## config.mk

```make
export PLATFORM = sky130hd
export DESIGN_NAME = gba_fb_writer
export DESIGN_NICKNAME = d
export VERILOG_FILES = /design/src/rtl/gba_fb_pkg.sv /design/src/rtl/fb_pix_counter.sv /design/src/rtl/gba_fb_writer.sv
export SDC_FILE = /design/constraint.sdc
export NUM_CORES = 1
export LEC_CHECK = 0
export CAP_MARGIN = 20
export CORE_UTILIZATION = 45
export CTS_BUF_LIST = sky130_fd_sc_hd__clkbuf_4
export DETAILED_ROUTE_END_ITERATION = 16
export PLACE_DENSITY = 0.75
export SLEW_MARGIN = 40
export SYNTH_ARGS = -nofsm -noshare
export SYNTH_HDL_FRONTEND = slang
export SYNTH_SLANG_ARGS = --single-unit
```

## constraint.sdc

```tcl
create_clock -name clock -period 3.27 [get_ports clock]
set_input_delay 0.654 -clock clock [delete_from_list [all_inputs] [get_ports clock]]
set_output_delay 0.654 -clock clock [all_outputs]
set_load 0.02 [all_outputs]
```

## src/rtl/gba_fb_pkg.sv

```systemverilog
// gba_fb_pkg: shared constants and FSM state type for the GBA frame buffer writer.
package gba_fb_pkg;
    localparam int GBA_COLS = 240;
    localparam int GBA_ROWS = 160;
    localparam int GBA_PIXELS = 38400;
    localparam logic [16:0] FB_BUF1_BASE = 17'd38400;
    localparam int FB_ADDR_W = 17;
    localparam int PIX_W = 15;
    typedef enum logic [1:0] {WAIT_SOF, WRITE, WAIT_FLIP} fb_wr_state_t;
endpackage

```

## src/rtl/fb_pix_counter.sv

```systemverilog
// fb_pix_counter: raster pixel index with clear, increment enable and a last-pixel flag.
// Ports: clock, reset (async, active-high), clr (restart at 0), inc (count one pixel;
// with clr the pixel counts as index 0), idx (current index), last (idx == PIXELS-1).
module fb_pix_counter #(
    parameter int PIXELS = 38400
) (
    input  logic        clock,
    input  logic        reset,
    input  logic        clr,
    input  logic        inc,
    output logic [15:0] idx,
    output logic        last
);
    always_ff @(posedge clock or posedge reset)
        if (reset)
            idx <= '0;
        else if (clr || inc)
            idx <= (clr ? 16'd0 : idx) + {15'd0, inc};
    assign last = idx == 16'(PIXELS - 1);
endmodule

```

## src/rtl/gba_fb_writer.sv

```systemverilog
// gba_fb_writer: writes the PPU pixel stream into the back half of a double buffer and flips between VGA frames.
// Ports: clock, reset (async, active-high); PPU side frame_start, pix_valid, pix_data;
// VGA side vga_frame_end, rd_base; memory side wr_en, wr_addr, wr_data;
// status frames_dropped (saturating), short_frame and overflow (sticky).
module gba_fb_writer
    import gba_fb_pkg::*;
#(
    parameter int          PIXELS    = GBA_PIXELS,
    parameter logic [16:0] BUF1_BASE = FB_BUF1_BASE
) (
    input  logic                 clock,
    input  logic                 reset,
    input  logic                 frame_start,
    input  logic                 pix_valid,
    input  logic [PIX_W-1:0]     pix_data,
    input  logic                 vga_frame_end,
    output logic                 wr_en,
    output logic [FB_ADDR_W-1:0] wr_addr,
    output logic [PIX_W-1:0]     wr_data,
    output logic [FB_ADDR_W-1:0] rd_base,
    output logic [7:0]           frames_dropped,
    output logic                 short_frame,
    output logic                 overflow
);
    fb_wr_state_t st;
    logic front, flip, new_front, wr, last;
    logic [15:0] idx, wr_idx;
    logic [16:0] back_base;

    // A flip is only legal once the frame is complete; a coincident frame_start
    // then writes into the freshly freed buffer, so addressing uses new_front.
    assign flip      = st == WAIT_FLIP && vga_frame_end;
    assign new_front = front ^ flip;
    assign wr        = pix_valid && (frame_start || st == WRITE);
    assign wr_idx    = frame_start ? 16'd0 : idx;
    assign back_base = new_front ? 17'd0 : BUF1_BASE;

    fb_pix_counter #(.PIXELS(PIXELS)) u_cnt (
        .clock (clock),
        .reset (reset),
        .clr   (frame_start),
        .inc   (wr),
        .idx   (idx),
        .last  (last)
    );

    always_ff @(posedge clock or posedge reset) begin
        if (reset) begin
            st             <= WAIT_SOF;
            front          <= 1'b0;
            rd_base        <= '0;
            wr_en          <= 1'b0;
            wr_addr        <= '0;
            wr_data        <= '0;
            frames_dropped <= '0;
            short_frame    <= 1'b0;
            overflow       <= 1'b0;
        end else begin
            front   <= new_front;
            rd_base <= new_front ? BUF1_BASE : 17'd0;
            wr_en   <= wr;
            if (wr) begin
                wr_addr <= back_base + {1'b0, wr_idx};
                wr_data <= pix_data;
            end
            if (frame_start && st == WRITE)
                short_frame <= 1'b1;
            if (st == WAIT_FLIP && pix_valid && !frame_start)
                overflow <= 1'b1;
            if (st == WAIT_FLIP && frame_start && !vga_frame_end && frames_dropped != 8'hFF)
                frames_dropped <= frames_dropped + 8'd1;
            if (frame_start)
                st <= WRITE;
            else if (st == WRITE && wr && last)
                st <= WAIT_FLIP;
            else if (flip)
                st <= WAIT_SOF;
        end
    end
endmodule

```

# Yosys cells after proc, flatten, opt, wreduce, memory -nomap -nowiden

Cells that the tools add are included.
W data, S select, Z words.

Output and inout bits: 60
Register bits: 78
Input port bits: 20
Logic and storage cells: 39

Eq/ne operators: 4
Add/sub/neg operators: 3
Muxes and demuxes: 6
Reduce and logical (&&, ||, !) cells: 15
Bitwise operators: 1

Operators by type and width:

| kind                   | number |
|---|---|
| $mux W16               | 3 |
| $add A16 B16 Y17       | 1 |
| $add A16 B1 Y16        | 1 |
| $eq A16 B16 Y1 const B | 1 |
| $logic_and A1 B1 Y1    | 10 |
| $add A8 B1 Y8 const B  | 1 |
| $ne A8 B8 Y1 const B   | 1 |
| $mux W2                | 3 |
| $reduce_bool A3 Y1     | 1 |
| $eq A2 B1 Y1 const B   | 1 |
| $eq A2 B2 Y1 const B   | 1 |
| $logic_not A1 Y1       | 2 |
| $logic_or A1 B1 Y1     | 2 |
| $xor A1 B1 Y1          | 1 |

# Longest topological paths before layout

Word-level depth: 7
Mapped depth: 11
Mapped depth without buffers: 9

# By module

From an unflattened synthesis, not the netlist that was laid out.

Cell total of the unflattened synthesis: 303
Area total of the unflattened synthesis: 3016.6 sq um

By module, submodules not included:

| module         | sequential area each (sq um) | times used | area each (sq um) | cells each |
|---|---|---|---|---|
| gba_fb_writer  | 1151.1                       | 1          | 2150.8            | 215 |
| fb_pix_counter | 400.4                        | 1          | 865.8             | 88 |

# Worst setup path before layout

Ideal clock, no wire load.

Kind: input port to flip-flop
Start: in frame_start
End: reg u_cnt.idx[12]
Library setup time: 125 ps
Data required time: 3145 ps
Arrival time: 2593 ps
Buffers on the path: 2
Setup slack: 552 ps
Stages: 10
Cells stage by stage: buf_4 > o21ai_2 > inv_2 > buf_1 > ha_1 > ha_1 > and3b_1 > nand2_1 > nor4_1 > mux2_2

Longest elaborated chain between the ends: 3
Elaborated cells on any way between the ends: 5
Classes of those cells: add/sub (1); mux (1); reduce/logical (3)

Ends and longest elaborated chain:

| what                                                  | line                                       | source |
|---|---|---|
| start, declared                                       | gba_fb_writer.sv:13                        | `input logic frame_start,` |
| $logic_or A1 B1 Y1 (*)                                | gba_fb_writer.sv:34                        | `assign wr = pix_valid && (frame_start \|\| st == WRITE);` |
| $logic_and A1 B1 Y1 (*)                               | gba_fb_writer.sv:34                        |  |
| net u_cnt.inc                                         | fb_pix_counter.sv:10                       | `input logic inc,` |
| $add A16 B1 Y16 or $logic_or A1 B1 Y1 (tied branches) | fb_pix_counter.sv:18, fb_pix_counter.sv:17 |  |
| end signal, assigned                                  | fb_pix_counter.sv:18                       | `idx <= (clr ? 16'd0 : idx) + {15'd0, inc};` |
| end, declared                                         | fb_pix_counter.sv:11                       | `output logic [15:0] idx,` |

Mark *: on every way through the listed nets, which the timed path passes. The rest lies on a longest branch.
A chain may end at the register's enable or synchronous reset.

# Final worst setup path

Start: in vga_frame_end
End: reg wr_addr[15]

Longest elaborated chain between the ends: 4

Ends and longest elaborated chain:

| what                 | line                | source |
|---|---|---|
| start, declared      | gba_fb_writer.sv:16 | `input logic vga_frame_end,` |
| $logic_and A1 B1 Y1  | gba_fb_writer.sv:32 | `assign flip = st == WAIT_FLIP && vga_frame_end;` |
| $xor A1 B1 Y1        | gba_fb_writer.sv:33 | `assign new_front = front ^ flip;` |
| $mux W16             | gba_fb_writer.sv:36 | `assign back_base = new_front ? 17'd0 : BUF1_BASE;` |
| $add A16 B16 Y17     | gba_fb_writer.sv:63 | `wr_addr <= back_base + {1'b0, wr_idx};` |
| end signal, assigned | gba_fb_writer.sv:63 |  |
| end, declared        | gba_fb_writer.sv:18 | `output logic [FB_ADDR_W-1:0] wr_addr,` |

Every way passes these cells.

==> impl_metrics.toml <==
[synthesis]
netlist_area_sq_um = 3100
seq_area_frac_synth_pct = 50.0
syn_inst = 315
synth_flop_cell = "dfrtp_1"
synth_edf_count = 0
yosys-top-cells-count = "nand2_1, dfrtp_1, buf_4"
avgSynthCellArea_sq_um = 9.85
synth_top_cell_by_area = "dfrtp_1"
synth_area_leaders = "dfrtp_1, nand2_1, buf_4, xor2_1, ha_1"
ys_ff_latch = 62
yosysMostFrequentCell = "nand2_1"
ys_warn_count = 0
synthArstFlopShare_pct = 100
yosys.cell_types.count = 49
synth.top_cell.area_share_pct = 50.0

[clock_tree]
cts_root_buf = "clkbuf_4"
clockBufferDepth = 2
cts_max_level = 3
post_cts_buffers = 0
clock_sinks = 62
hold_buffers = 0
clkLatencyLatePin_ps = 400
cts_buffers = 9
cts_resized = 0
path_clk_slew_ps = 100
cts_tree = "done"

[setup_path]
path_cells = "clkdlybuf4s50_1, nand3b_1, xor2_1, ha_1, fa_1, and4b_1, o21ai_0, xor2_1, o21ai_0"
crit_cells = 9
critPathLaunchType = "primary input"
max_stage_delay_ps = 490
cp_slowest_cell = "clkdlybuf4s50_1"
cp_max_fo = 4
path_buf_inv = 1
crit_path_end_kind = "flop"
critPathArrivalTime_ps = 2910
critPathKind = "in2reg"
ff2ff_path_depth = 8
cp_top_family = "adder cells"
crit_required_ps = 3540

[place]
gp_congestion = 0.860
portBuffers = 66
hpwl_microns = 4690

[pwr]
p_leak_nw = 1.85
power.density_nw_per_um2 = 388
power_w = 0.00151
ir_drop_mv = 0.197

[sta]
fin_crit_sh_pct = 80.7
slew_viol_final = 0
rsz0062_at_grt = "no"
finalSetupViolations = 0
relSlewSlack_pct = 52.4
tns_ps = 0
fmax_ghz = 0.379
tightestPinTransition_ps = 713
clock_skew_ps = 13.0
hold_viol = 0
fin_crit_ps = 2640

[detailed_routing]
postRouteAntennaNets = 0
firstDrtPassIters = 4
drt_wl_total_microns = 6600
wl_per_cell_microns = 14.3
viasPerCell = 5.27
drc = 0
dr_total_vias = 2433
first_iter_violations = 93

[floorplanning]
core-area_sq_um = 6490
die_h_microns = 85.1
die_w_microns = 85.1
rows = 29
die_area_sq_um = 7230
io-pin-count = 80
initial_core_util_pct = 47.8

[global_routing]
first_global_vias = 2342
grt_first_pass_wirelength_microns = 11200
grt_max_degree = 43
grt_remaining_overflow = 0
antenna_found_initial = 0
grtUsageTotal_pct = 20.0

[run_status]
status = "completed"

[layout]
nets = 411
area_growth_pct = 25.4
layout-drive-gt1-share_pct = 9.09
diodes = 0

[min_path]
hp-class = "reg2reg"
hold_depth = 2

[job]
cap_violations = 0
==> placed cells by master (no fill, tap or decap), drive strengths merged, types with 6 or more instances in the layout <==
cell / n
clkbuf: 10
clkdlybuf4s50: 66
nor2b: 8
nand4: 6
o21ai: 14
nand2: 82
nor2: 12
xor2: 12
a21oi: 6
buf: 8
inv: 9
conb: 13
ha: 7
nand3: 8
xnor2: 6
mux2: 7
dfrtp: 62
==> tightest hold or removal path: cells and delay by family (launching register included) <==
kind	cells	cell delay (ps)
flip-flops	1	350
AND/OR/NAND/NOR	2	100
==> routing by layer <==
| metal | GRT usage, % | routed length (microns) | vias to the layer above |
|---|---|---|---|
| met4 | 8.01 | 111 | 0 |
| li1 | - | - | 1170 |
| met1 | 25.9 | 2970 | 1174 |
| met3 | 4.77 | 314 | 11 |
| met5 | 0 | 0 | - |
| met2 | 32.3 | 3200 | 78 |
==> metrics by stage <==
step	hold WS, ps	cells	setup slack (ps)	util [%]	area (sq um)
6_report	479	462	631	59.9	3890
5_1_grt	500	462	517	59.9	3890
4_1_cts	483	462	642	59.9	3890
3_5_place_dp	455	449	221	58.2	3780
3_3_place_gp	454	449	315	58.2	3780
2_1_floorplan	460	327	552	-	3150
==> layout make-up <==
class	instances	area (sq um)
clock buffers	10	75.1
fillers	580	2600
clock inverters	3	38.8
inverters	9	33.8
well taps	77	96.3
multi-input cells	227	1380
flip-flops and latches	62	1550
repair buffers	74	721
==> flip-flops by register name, indices dropped and copies added, names as in the netlist <==
name and count:
frames_dropped 8, overflow 1, wr_en 1, wr_data 15, rd_base 1, wr_addr 17
short_frame 1, st 2, u_cnt.idx 16
==> where the power goes <==
| part | switching, W | internal (W) | total (W) |
|---|---|---|---|
| clock | 0.000260 | 0.000226 | 0.000486 |
| combinational | 0.000118 | 0.0000913 | 0.000209 |
| sequential | 0.0000172 | 0.000797 | 0.000814 |
| total | 0.000394 | 0.00111 | 0.00151 |
==> path summary, 6_finish.rpt <==
kind                                        start                       end  slack (ps)
min in group asynchronous                   reset    wr_data[7]$_DFFE_PP0P_         680
min reg2reg                wr_data[3]$_DFFE_PP0P_    wr_data[3]$_DFFE_PP0P_         480
max in group asynchronous                   reset    wr_addr[5]$_DFFE_PP0P_        1900
max                                 vga_frame_end   wr_addr[15]$_DFFE_PP0P_         630
min                        wr_data[3]$_DFFE_PP0P_    wr_data[3]$_DFFE_PP0P_         480
max reg2reg                     st[0]$_DFFE_PP0P_  u_cnt.idx[9]$_DFFE_PP0P_         790
==> logic make-up (layout without fill, tap and decap cells) <==
| family | after synthesis | after routing | synth area share [%] |
|---|---|---|---|
| flops | 62 | 62 | 50.0 |
| buf+inv | 38 | 96 | 7.09 |
| other cells | 1 | 13 | 0.121 |
| simple gates | 139 | 139 | 21.4 |
| mux | 10 | 10 | 3.51 |
| xor+xnor | 19 | 19 | 5.84 |
| compound gates | 38 | 38 | 8.63 |
| fa+ha+maj | 8 | 8 | 3.47 |
(Power assumes the default switching activity.)
